$ cat config.mk
export PLATFORM = sky130hd
export DESIGN_NAME = auto_gate_ctrl_flat
export DESIGN_NICKNAME = d
export VERILOG_FILES = /design/src/rtl/auto_gate_ctrl_if.sv /design/src/rtl/auto_gate_ctrl.sv /design/src/flat_wrapper.sv
export SDC_FILE = /design/constraint.sdc
export NUM_CORES = 1
export LEC_CHECK = 0
export CORE_MARGIN = 4
export CORE_UTILIZATION = 55
export CTS_CLUSTER_SIZE = 10
export DETAILED_ROUTE_END_ITERATION = 10
export PLACE_DENSITY = 0.79
export REMOVE_ABC_BUFFERS = 1
export SYNTH_ARGS = -nofsm -noshare
export SYNTH_HDL_FRONTEND = slang
export SYNTH_SLANG_ARGS = --single-unit
$ cat constraint.sdc
create_clock -name clk -period 3.09 [get_ports clk]
set_input_delay 0.927 -clock clk [delete_from_list [all_inputs] [get_ports clk]]
set_output_delay 0.927 -clock clk [all_outputs]
set_load 0.01 [all_outputs]
$ cat src/rtl/auto_gate_ctrl_if.sv
// Activity-request / enable bundle for auto_gate_ctrl.
// AUTO_GATE_STATS_EN adds the gated-cycle statistics signals.
interface auto_gate_ctrl_if #(
  parameter int NUM_GRP = 2,
  parameter int STAT_W  = 16
);
  logic [NUM_GRP-1:0] req;
  logic               force_on;
  logic [NUM_GRP-1:0] en;
  logic [NUM_GRP-1:0] ready;
`ifdef AUTO_GATE_STATS_EN
  logic               stat_clr;
  logic [STAT_W-1:0]  gated_cyc;

  modport master (output req, force_on, stat_clr, input en, ready, gated_cyc);
  modport slave  (input req, force_on, stat_clr, output en, ready, gated_cyc);
`else
  modport master (output req, force_on, input en, ready);
  modport slave  (input req, force_on, output en, ready);
`endif

  if (NUM_GRP < 1 || STAT_W < 1) begin : g_bad_if_cfg
    $error("auto_gate_ctrl_if: NUM_GRP and STAT_W must be >= 1");
  end
endinterface

$ cat src/rtl/auto_gate_ctrl.sv
// Per-group idle-hysteresis clock-gate enable controller.
// Optional gated-cycle statistics counter enabled by AUTO_GATE_STATS_EN.
module auto_gate_grp #(
  parameter int IDLE_THRESH = 8,
  parameter int WAKE_LAT    = 1,
  parameter int CNT_W       = 4
) (
  input  logic clk,
  input  logic rst_n,
  input  logic r,
  output logic en,
  output logic ready
);
  typedef enum logic [1:0] {GATED, WAKE, ACTIVE, HOLD} state_e;

  localparam logic [CNT_W-1:0] IDLE_LD = CNT_W'(IDLE_THRESH - 1);
  localparam logic [CNT_W-1:0] WAKE_LD = CNT_W'((WAKE_LAT > 0) ? WAKE_LAT - 1 : 0);

  state_e           state, state_nxt;
  logic [CNT_W-1:0] cnt, cnt_nxt;

  always_ff @(posedge clk or negedge rst_n) begin
    if (!rst_n) begin
      state <= GATED;
      cnt   <= '0;
    end else begin
      state <= state_nxt;
      cnt   <= cnt_nxt;
    end
  end

  always_comb begin
    state_nxt = state;
    cnt_nxt   = cnt;
    case (state)
      GATED: if (r) begin
        if (WAKE_LAT == 0) state_nxt = ACTIVE;
        else begin
          state_nxt = WAKE;
          cnt_nxt   = WAKE_LD;
        end
      end
      // A started wake always runs to completion regardless of r.
      WAKE: if (cnt == '0) state_nxt = ACTIVE;
            else           cnt_nxt   = cnt - 1'b1;
      ACTIVE: if (!r) begin
        state_nxt = HOLD;
        cnt_nxt   = IDLE_LD;
      end
      HOLD: if (r)              state_nxt = ACTIVE;
            else if (cnt == '0) state_nxt = GATED;
            else                cnt_nxt   = cnt - 1'b1;
      default: state_nxt = GATED;
    endcase
  end

  assign en    = (state != GATED);
  assign ready = (state == ACTIVE) || (state == HOLD);
endmodule

module auto_gate_ctrl #(
  parameter int NUM_GRP     = 2,
  parameter int IDLE_THRESH = 8,
  parameter int WAKE_LAT    = 1,
  parameter int CNT_W       = 4,
  parameter int STAT_W      = 16
) (
  input  logic                 clk,
  input  logic                 rst_n,
  auto_gate_ctrl_if.slave      bus
);
  if (NUM_GRP < 1 || STAT_W < 1 || IDLE_THRESH == 0 ||
      IDLE_THRESH > (1 << CNT_W) || WAKE_LAT > (1 << CNT_W)) begin : g_bad_cfg
    $error("auto_gate_ctrl: illegal NUM_GRP/IDLE_THRESH/WAKE_LAT/CNT_W/STAT_W");
  end

  logic [NUM_GRP-1:0] r;
  logic [NUM_GRP-1:0] en_v;
  logic [NUM_GRP-1:0] ready_v;

  assign r = bus.req | {NUM_GRP{bus.force_on}};

  for (genvar g = 0; g < NUM_GRP; g++) begin : g_grp
    auto_gate_grp #(
      .IDLE_THRESH (IDLE_THRESH),
      .WAKE_LAT    (WAKE_LAT),
      .CNT_W       (CNT_W)
    ) u_grp (
      .clk   (clk),
      .rst_n (rst_n),
      .r     (r[g]),
      .en    (en_v[g]),
      .ready (ready_v[g])
    );
  end

  assign bus.en    = en_v;
  assign bus.ready = ready_v;

`ifdef AUTO_GATE_STATS_EN
  // Extra headroom bits so the per-cycle add never wraps before saturating.
  localparam int               SUM_W = STAT_W + $clog2(NUM_GRP + 1);
  localparam logic [SUM_W-1:0] SAT   = (SUM_W'(1) << STAT_W) - SUM_W'(1);

  logic [SUM_W-1:0]  n_gated;
  logic [SUM_W-1:0]  sum;
  logic [STAT_W-1:0] gated_cyc;

  always_comb begin
    n_gated = '0;
    for (int g = 0; g < NUM_GRP; g++) n_gated = n_gated + SUM_W'(~en_v[g]);
    sum = SUM_W'(gated_cyc) + n_gated;
  end

  always_ff @(posedge clk or negedge rst_n) begin
    if (!rst_n)            gated_cyc <= '0;
    else if (bus.stat_clr) gated_cyc <= '0;
    else if (sum > SAT)    gated_cyc <= SAT[STAT_W-1:0];
    else                   gated_cyc <= sum[STAT_W-1:0];
  end

  assign bus.gated_cyc = gated_cyc;
`endif
endmodule

$ cat src/flat_wrapper.sv
// flat-port wrapper written by rule: the top's interface ports become plain ports
module auto_gate_ctrl_flat 
#(
  parameter int NUM_GRP     = 2,
  parameter int IDLE_THRESH = 8,
  parameter int WAKE_LAT    = 1,
  parameter int CNT_W       = 4,
  parameter int STAT_W      = 16
)
  (clk, rst_n, bus_req, bus_force_on, bus_en, bus_ready);
  auto_gate_ctrl_if #(.NUM_GRP(NUM_GRP), .STAT_W(STAT_W)) bus_i ();
  input  logic clk;
  input  logic rst_n;
  input wire logic [$bits(bus_i.req)-1:0] bus_req;
  input wire logic [$bits(bus_i.force_on)-1:0] bus_force_on;
  output wire logic [$bits(bus_i.en)-1:0] bus_en;
  output wire logic [$bits(bus_i.ready)-1:0] bus_ready;
  assign bus_i.req = bus_req;
  assign bus_i.force_on = bus_force_on;
  assign bus_en = bus_i.en;
  assign bus_ready = bus_i.ready;
  auto_gate_ctrl #(.NUM_GRP(NUM_GRP), .IDLE_THRESH(IDLE_THRESH), .WAKE_LAT(WAKE_LAT), .CNT_W(CNT_W), .STAT_W(STAT_W)) u_core (.clk(clk), .rst_n(rst_n), .bus(bus_i));
endmodule
==> flow_summary.json, run 1 <==
{
  "status": "complete, no violations",
  "syn-cell-area_um2": 776,
  "drc": 0,
  "post_drt_wl_per_cell_um": 13.7,
  "cts.path.max_buffers": 2,
  "powerDensity_nw_per_um2": 907,
  "finClkSkew_ps": 0.298,
  "place_hpwl_mm": 1.03,
  "wl_mm": 1.37,
  "cts.sinks": 12,
  "viasPerCell": 6.02,
  "cts_hold_buf": 0,
  "die_w_um": 45.6,
  "synthTopCellsByArea": "dfrtp_1, o21a_1, o21ai_0",
  "tns_ps": 0,
  "io_pins": 9,
  "start_kind": "flop",
  "synth.distinct_cells": 32,
  "grt_setup_unrepaired": "false",
  "finalCriticalPeriod_ps": 2450,
  "layout_commonest_cell": "dfrtp_1",
  "nFillCells": 111,
  "crit_type": "flop to output pin",
  "vias": 602,
  "max_freq_mhz": 408,
  "maxCapViolCount": 0,
  "synth-seq-area-share": 0.387,
  "cts.clk_slew.worst_paths_ps": 70,
  "utilization": 0.637,
  "yosys.area.top_type_share": 0.387,
  "hold_viol": 0,
  "worstPathArrival_ps": 1520,
  "final_cell_area_um2": 840,
  "core-area_um2": 1320,
  "syn_area_per_cell_um2": 9.35,
  "setup_viol": 0,
  "synth-compound-area-share": 0.152,
  "io_buffers": 8,
  "multiInputGateArea_um2": 395,
  "gr-usage-met2": 0.217,
  "gp_congestion": 0.799,
  "use_met1": 0.230,
  "maxSlewHeadroom": 0.639,
  "nets": 94,
  "syn_inst": 83,
  "leakage_uw": 0.000327,
  "synth_top_area_cell": "dfrtp_1",
  "rows": 13,
  "reg2reg_depth": 5,
  "overflow": 0,
  "grtUsageMet3": 0.0277,
  "hold_depth": 1,
  "cts_buffers": 3,
  "final_cell_mix": "dfrtp_1, clkdlybuf4s50_1, inv_1, nor2_1, o21ai_0",
  "synthMuxAreaShare": 0.0290,
  "cts_resized": 0,
  "synth_xor_area_frac": 0,
  "grt_max_degree": 13,
  "tightestPinTransition_ps": 540,
  "synth_top_family_by_area": "simple AND/OR/NAND/NOR gates",
  "yosys.area_share.simple": 0.297,
  "cp.required_ps": 2160,
  "hold_path_class": "flop to flop",
  "cts_tree": "done",
  "antenna_found_initial": 0,
  "placed_cell_area_um2": 817,
  "drt_iter0_drc": 5,
  "cts_max_level": 1,
  "slew_violations": 0,
  "top_usage_layer": "met1",
  "diodes": 0,
  "synthAdderAreaFrac": 0.0323,
  "peakVddDrop_uv": 519,
  "grt_pass1_vias": 526,
  "start_util": 0.589,
  "syn2layout_area_growth_pct": 8.23,
  "grt_use_total": 0.158,
  "drive_gt1_frac": 0.118,
  "firstDrtPassIters": 4,
  "seqCellArea_um2": 300,
  "grt_pass1_wl_mm": 2.35,
  "ant_nets": 0,
  "die_y_um": 45.6,
  "ys_ff_latch": 12,
  "clock_latency_ps": 260,
  "cts_root_buf": "clkbuf_4",
  "cp-end-kind": "output pin",
  "cts_setup_buffers": 0,
  "dieArea_um2": 2080,
  "finalCritPeriodShare": 0.793,
  "path_max_fanout": 11,
  "ys.warnings.count": 0
}
-- flip-flops by register name (all words and copies together) (netlist names) --
register / count
u_core.g_grp.u_grp.state: 4
u_core.g_grp.u_grp.cnt: 8
-- cells in the mapped netlist, drive strengths merged --
cell type / count
clkbuf: 3
o211ai: 1
or4: 2
buf: 6
nand2b: 1
nand3b: 4
a2bb2oi: 1
inv: 6
and4b: 1
and4bb: 2
o311ai: 1
or3: 1
nand4: 2
nand3: 4
dfrtp: 12
nor2b: 2
a21oi: 2
nor2: 6
nand2: 1
mux2: 2
o21a: 6
ha: 2
nor3b: 1
nor3: 5
nor4: 3
o21ai: 6
-- per-stage QoR --
stage | hold WS (ps) | worst slack (ps) | power, uW | cells
floorplan | 478 | 1240 | 552 | 74
global placement | 494 | 550 | 653 | 97
detailed placement | 523 | 530 | 667 | 97
CTS | 539 | 640 | 763 | 100
global route | 569 | 549 | 825 | 100
finish | 535 | 638 | 762 | 100
-- cell families after synthesis --
logic type,count (synthesis)
buffers and inverters,15
multiplexers,2
flip-flops,12
AO/OA/AOI/OAI,17
AND/OR/NAND/NOR,35
adder cells (fa/ha/maj),2
-- per-layer routing --
layer	up-vias	wire (um)	share of wire
li1	304	-	-
met1	283	694	0.51
met2	13	598	0.44
met3	2	66	0.048
met4	0	13	0.0095
met5	-	0	0
-- worst max-delay path, cell delays in order, from the launching register on --
cell and delay, ps:
dfrtp_1 540, nor2_1 130, inv_1 70, clkdlybuf4s50_1 520
-- path summary, 6_finish.rpt --
check | startpoint | endpoint | slack [ps]
setup / recovery | u_core.g_grp[1].u_grp.state[0] | bus_en[1] | 640
hold / removal | u_core.g_grp[0].u_grp.cnt[1] | u_core.g_grp[0].u_grp.cnt[1] | 540
setup reg to reg | u_core.g_grp[0].u_grp.cnt[0] | u_core.g_grp[0].u_grp.cnt[1] | 1430
hold reg to reg | u_core.g_grp[0].u_grp.cnt[1] | u_core.g_grp[0].u_grp.cnt[1] | 540
max in group asynchronous | rst_n | u_core.g_grp[1].u_grp.cnt[2] | 1720
min in group asynchronous | rst_n | u_core.g_grp[0].u_grp.state[1] | 1010
-- where the power goes --
group	switching (uW)	internal, uW	total, uW	leakage [uW]
registers	98.0	231	329	0.000140
clock network	47.9	44.9	92.9	0.0000138
logic	149	190	339	0.000173
total	295	466	762	0.000327
-- area by class of cell --
| class | instances | area share |
|---|---|---|
| multi-input combinational | 56 | 0.471 |
| sequential | 12 | 0.358 |
| timing repair buffer | 8 | 0.0954 |
| clock buffer | 3 | 0.0268 |
| inverter | 6 | 0.0268 |
| tap | 15 | 0.0224 |
(Power assumes the default switching activity.)
==> run 2: changes to the inputs <==
--- a/config.mk
+++ b/config.mk
@@ -6,10 +6,10 @@
 export NUM_CORES = 1
 export LEC_CHECK = 0
 export CORE_MARGIN = 4
-export CORE_UTILIZATION = 55
+export CORE_UTILIZATION = 53
 export CTS_CLUSTER_SIZE = 10
 export DETAILED_ROUTE_END_ITERATION = 10
-export PLACE_DENSITY = 0.79
+export PLACE_DENSITY = 0.76
 export REMOVE_ABC_BUFFERS = 1
 export SYNTH_ARGS = -nofsm -noshare
 export SYNTH_HDL_FRONTEND = slang
==> constraint.sdc (replaced) <==
create_clock -name clk -period 2.48 [get_ports clk]
set_input_delay 0.744 -clock clk [delete_from_list [all_inputs] [get_ports clk]]
set_output_delay 0.744 -clock clk [all_outputs]
set_load 0.01 [all_outputs]
==> run 2 against run 1 <==
Sequential cell count unchanged. Non-clock buffer count unchanged. Critical path depth unchanged. Worst setup slack got worse by 420 ps. Via count rose by 1.0%.
==> flow_summary.json, run 2 (synthesized netlist as in run 1, its figures left out) <==
{
  "status": "complete, no violations",
  "worstPathArrival_ps": 1520,
  "hold_ws_ps": 522,
  "path_max_fanout": 11,
  "nets": 94,
  "cts_tree": "done",
  "top_regs": "u_core.g_grp.u_grp.cnt x8, u_core.g_grp.u_grp.state x4",
  "drc": 0,
  "seqCellArea_um2": 300,
  "nFillCells": 119,
  "hold_path_class": "flop to flop",
  "dp_cells": 97,
  "die_y_um": 46.3,
  "grt_setup_unrepaired": "false",
  "die_w_um": 46.3,
  "largest_register_ffs": 8,
  "cts_root_buf": "clkbuf_4",
  "wl_mm": 1.38,
  "grt_pass1_wl_mm": 2.14,
  "cts.sinks": 12,
  "multiInputGateArea_um2": 395,
  "finalCriticalPeriod_ps": 2270,
  "cts.path.max_buffers": 2,
  "place_hpwl_mm": 1.08,
  "powerDensity_nw_per_um2": 1160,
  "grt_max_degree": 13,
  "grt_pass1_vias": 506,
  "antenna_found_initial": 0,
  "max_freq_mhz": 441,
  "grt_use_total": 0.147,
  "seqPwrFrac": 0.422,
  "p_sw_frac": 0.377,
  "diodes": 0,
  "cts_resized": 0,
  "hold_viol": 0,
  "crit_type": "flop to output pin",
  "clock_latency_ps": 270,
  "cts.clk_slew.worst_paths_ps": 60,
  "power_frac_comb": 0.428,
  "peakVddDrop_uv": 680,
  "cp.required_ps": 1740,
  "tightestPinTransition_ps": 512,
  "maxCapViolCount": 0,
  "viasPerCell": 6.02,
  "finalCritPeriodShare": 0.914,
  "cts_setup_buffers": 0,
  "ant_nets": 0,
  "tns_ps": 0,
  "maxSlewHeadroom": 0.657,
  "clockPowerShare": 0.150,
  "reg2reg_depth": 5,
  "io_buffers": 8,
  "drt_iter0_drc": 9,
  "io_pins": 9,
  "gp_congestion": 0.828,
  "hold_depth": 1,
  "setup_viol": 0,
  "firstDrtPassIters": 4,
  "cp-end-kind": "output pin",
  "rows": 13,
  "vias": 608,
  "slew_violations": 0,
  "cts_max_level": 1,
  "dieArea_um2": 2140,
  "start_util": 0.582,
  "core-area_um2": 1330,
  "overflow": 0,
  "leakage_uw": 0.000334,
  "top_register": "u_core.g_grp.u_grp.cnt",
  "final_cells": 101,
  "utilization": 0.640,
  "cts_hold_buf": 0,
  "post_drt_wl_per_cell_um": 13.7,
  "syn2layout_area_growth_pct": 10.0,
  "internal_power_uw": 615,
  "drive_gt1_frac": 0.128,
  "cts_buffers": 3,
  "finClkSkew_ps": 2.91,
  "p_switching_uw": 373,
  "final_cell_mix": "dfrtp_1, clkdlybuf4s50_1, inv_1, nor2_1, o21ai_0",
  "layout_commonest_cell": "dfrtp_1",
  "start_kind": "flop"
}
==> run 2: power groups by stage <==
| stage | Sequential (uW) | Combinational (uW) | Clock [uW] |
|---|---|---|---|
| after floorplan | 386 | 302 | 0 |
| after CTS | 412 | 424 | 155 |
| after global placement | 411 | 410 | 0 |
| after global routing | 434 | 464 | 167 |
| after detailed placement | 416 | 423 | 0 |
| final | 417 | 423 | 149 |
==> run 2: critical path, cell delays in order (launching register included) <==
cell and delay (ps):
dfrtp_1 530, nor2_1 120, inv_1 70, clkdlybuf4s50_1 530
==> run 2: area by class of cell <==
cell class              instances  area share
clock buffers                   4      0.0425
inverters                       6      0.0264
multi-input cells              56       0.463
flip-flops and latches         12       0.352
well taps                      15      0.0220
repair buffers                  8      0.0938
==> run 2: routing by layer <==
| layer | up-vias | global-route usage | share of wire |
|---|---|---|---|
| li1 | 307 | - | - |
| met1 | 287 | 0.189 | 0.48 |
| met3 | 4 | 0.0703 | 0.046 |
| met2 | 10 | 0.212 | 0.45 |
| met5 | - | 0 | 0 |
| met4 | 0 | 0.0511 | 0.017 |
==> run 2: per-stage QoR <==
stage / power, uW / area [um2] / setup WS (ps)
2_1_floorplan: 688 / 718 / 813
5_1_grt: 1060 / 853 / 145
3_5_place_dp: 839 / 817 / 115
4_1_cts: 991 / 853 / 212
3_3_place_gp: 821 / 817 / 146
6_report: 988 / 853 / 215
==> run 2: final timing paths <==
check                                          startpoint                            to  slack, ps
setup / recovery           u_core.g_grp[1].u_grp.state[0]                     bus_en[1]        210
hold / removal               u_core.g_grp[0].u_grp.cnt[1]  u_core.g_grp[0].u_grp.cnt[1]        520
setup reg to reg             u_core.g_grp[0].u_grp.cnt[0]  u_core.g_grp[0].u_grp.cnt[1]        820
hold reg to reg              u_core.g_grp[0].u_grp.cnt[1]  u_core.g_grp[0].u_grp.cnt[1]        520
max in group asynchronous                           rst_n  u_core.g_grp[0].u_grp.cnt[1]       1330
min in group asynchronous                           rst_n  u_core.g_grp[1].u_grp.cnt[3]        810
==> run 3: changes to the inputs <==
==> constraint.sdc (replaced) <==
create_clock -name clk -period 2.33 [get_ports clk]
set_input_delay 0.699 -clock clk [delete_from_list [all_inputs] [get_ports clk]]
set_output_delay 0.699 -clock clk [all_outputs]
set_load 0.01 [all_outputs]
==> run 3 against run 2 <==
Sequential power about the same. Register-to-register slack got worse by 130 ps. Routed wire length increased by 0.65%. Total power increased by 10%. Non-clock buffer count increased by 4. Die area unchanged. Highest routed layer unchanged. Worst hold slack got worse by 4.8 ps. First-iteration DRC count increased by 78%.
==> flow_summary.json, run 3 (synthesized netlist as in run 1, its figures left out) <==
{
  "status": "complete, no violations",
  "hold_start": "u_core.g_grp[0].u_grp.cnt[1]",
  "firstDrtPassIters": 4,
  "diodes": 0,
  "io_pins": 9,
  "peakVddDrop_uv": 833,
  "setup_viol": 0,
  "post_drt_wl_per_cell_um": 13.3,
  "cts_max_level": 1,
  "wl_mm": 1.39,
  "cts_tree": "done",
  "dp_cells": 101,
  "grt_setup_unrepaired": "false",
  "hold_depth": 1,
  "die_w_um": 46.3,
  "path_max_fanout": 7,
  "ant_nets": 0,
  "cts_root_buf": "clkbuf_4",
  "clock_latency_ps": 270,
  "grt_pass1_wl_mm": 2.28,
  "vias": 612,
  "grt_max_degree": 13,
  "start_kind": "flop",
  "die_y_um": 46.3,
  "drc": 0,
  "viasPerCell": 5.83,
  "io_buffers": 8,
  "hold_path_class": "flop to flop",
  "powerDensity_nw_per_um2": 1230,
  "worstPathArrival_ps": 1480,
  "cts_setup_buffers": 0,
  "syn2layout_area_growth_pct": 14.2,
  "finalCriticalPeriod_ps": 2180,
  "overflow": 0,
  "final_cells": 105,
  "cp_slowest_cell": "clkdlybuf4s50_1",
  "start_util": 0.582,
  "crit_start": "u_core.g_grp[0].u_grp.state[1]",
  "finClkSkew_ps": 6.45,
  "rr_startpoint": "u_core.g_grp[0].u_grp.cnt[0]",
  "tightestPinTransition_ps": 504,
  "layout_commonest_cell": "dfrtp_1",
  "grt_use_total": 0.151,
  "core-area_um2": 1330,
  "crit_chain": "nor2_1 -> inv_1 -> clkdlybuf4s50_1",
  "max_freq_mhz": 459,
  "place_hpwl_mm": 1.08,
  "nets": 98,
  "rows": 13,
  "antenna_found_initial": 0,
  "finalCritPeriodShare": 0.934,
  "maxCapViolCount": 0,
  "cts.clk_slew.worst_paths_ps": 70,
  "drive_gt1_frac": 0.178,
  "cts_buffers": 3,
  "largest_register_ffs": 8,
  "cp-end-kind": "output pin",
  "cts.sinks": 12,
  "tns_ps": 0,
  "reg2reg_depth": 5,
  "top_regs": "u_core.g_grp.u_grp.cnt x8, u_core.g_grp.u_grp.state x4",
  "crit_type": "flop to output pin",
  "maxSlewHeadroom": 0.663,
  "drt_iter0_drc": 16,
  "cts.path.max_buffers": 2,
  "max_stage_delay_ps": 470,
  "grt_pass1_vias": 540,
  "gp_congestion": 0.788,
  "slew_violations": 0,
  "dieArea_um2": 2140,
  "top_register": "u_core.g_grp.u_grp.cnt",
  "hold_viol": 0,
  "cp.required_ps": 1630,
  "final_cell_mix": "dfrtp_1, clkdlybuf4s50_1, inv_1, o21ai_0",
  "leakage_uw": 0.000354
}
## run 3: cell types whose count changed in the layout (fill, tap and decap cells not counted)
cell and delta:
nor2_2 +1, nor2_1 -1, buf_4 +4
## run 3: cell type report
cell class                 instances  area (um2)
clock buffer                       4        36.3
fill                             103         448
inverter                           6        22.5
multi-input combinational         56         398
sequential                        12         300
tap                               15        18.8
timing repair buffer              12         110
## run 3: power by group
group	switching (uW)	internal, uW
sequential	107	307
clock	64.8	94.9
combinational	234	282
total	406	684
## run 3: worst max-delay path: cells and delay by family (launching register included)
family | cells | cell delay, ps
buffers and inverters | 2 | 530
flip-flops | 1 | 460
AND/OR/NAND/NOR | 1 | 230
## run 3: worst paths after layout
| path | to | slack (ps) |
|---|---|---|
| worst min register to register | u_core.g_grp[0].u_grp.cnt[1] | 520 |
| worst min-delay path | u_core.g_grp[0].u_grp.cnt[1] | 520 |
| min in group asynchronous | u_core.g_grp[1].u_grp.cnt[3] | 760 |
| max in group asynchronous | u_core.g_grp[0].u_grp.state[1] | 1220 |
| worst max register to register | u_core.g_grp[0].u_grp.cnt[1] | 690 |
| worst max-delay path | bus_en[0] | 150 |
## run 3: per-stage QoR
step / cell area (um2) / util / total power, uW / setup WS (ps) / hold slack, ps
2_1_floorplan: 718 / - / 732 / 708 / 403
3_3_place_gp: 847 / 0.635 / 907 / 46.5 / 503
3_5_place_dp: 847 / 0.635 / 924 / 17.0 / 505
4_1_cts: 883 / 0.662 / 1090 / 136 / 521
5_1_grt: 886 / 0.664 / 1180 / 59.1 / 539
6_report: 886 / 0.664 / 1090 / 153 / 517
## run 3: per-layer routing
| metal | GRT usage | vias to the layer above | share of wire |
|---|---|---|---|
| met5 | 0 | - | 0 |
| met4 | 0.0170 | 0 | 0.0050 |
| met3 | 0.0703 | 2 | 0.051 |
| met2 | 0.223 | 13 | 0.45 |
| met1 | 0.206 | 286 | 0.49 |
| li1 | - | 311 | - |
## run 3: repair_timing
action / 4_1_cts / 5_1_grt
hold buffers: 0 / 0
gates resized for setup: 0 / 1
endpoints found under the setup margin: 0 / 1
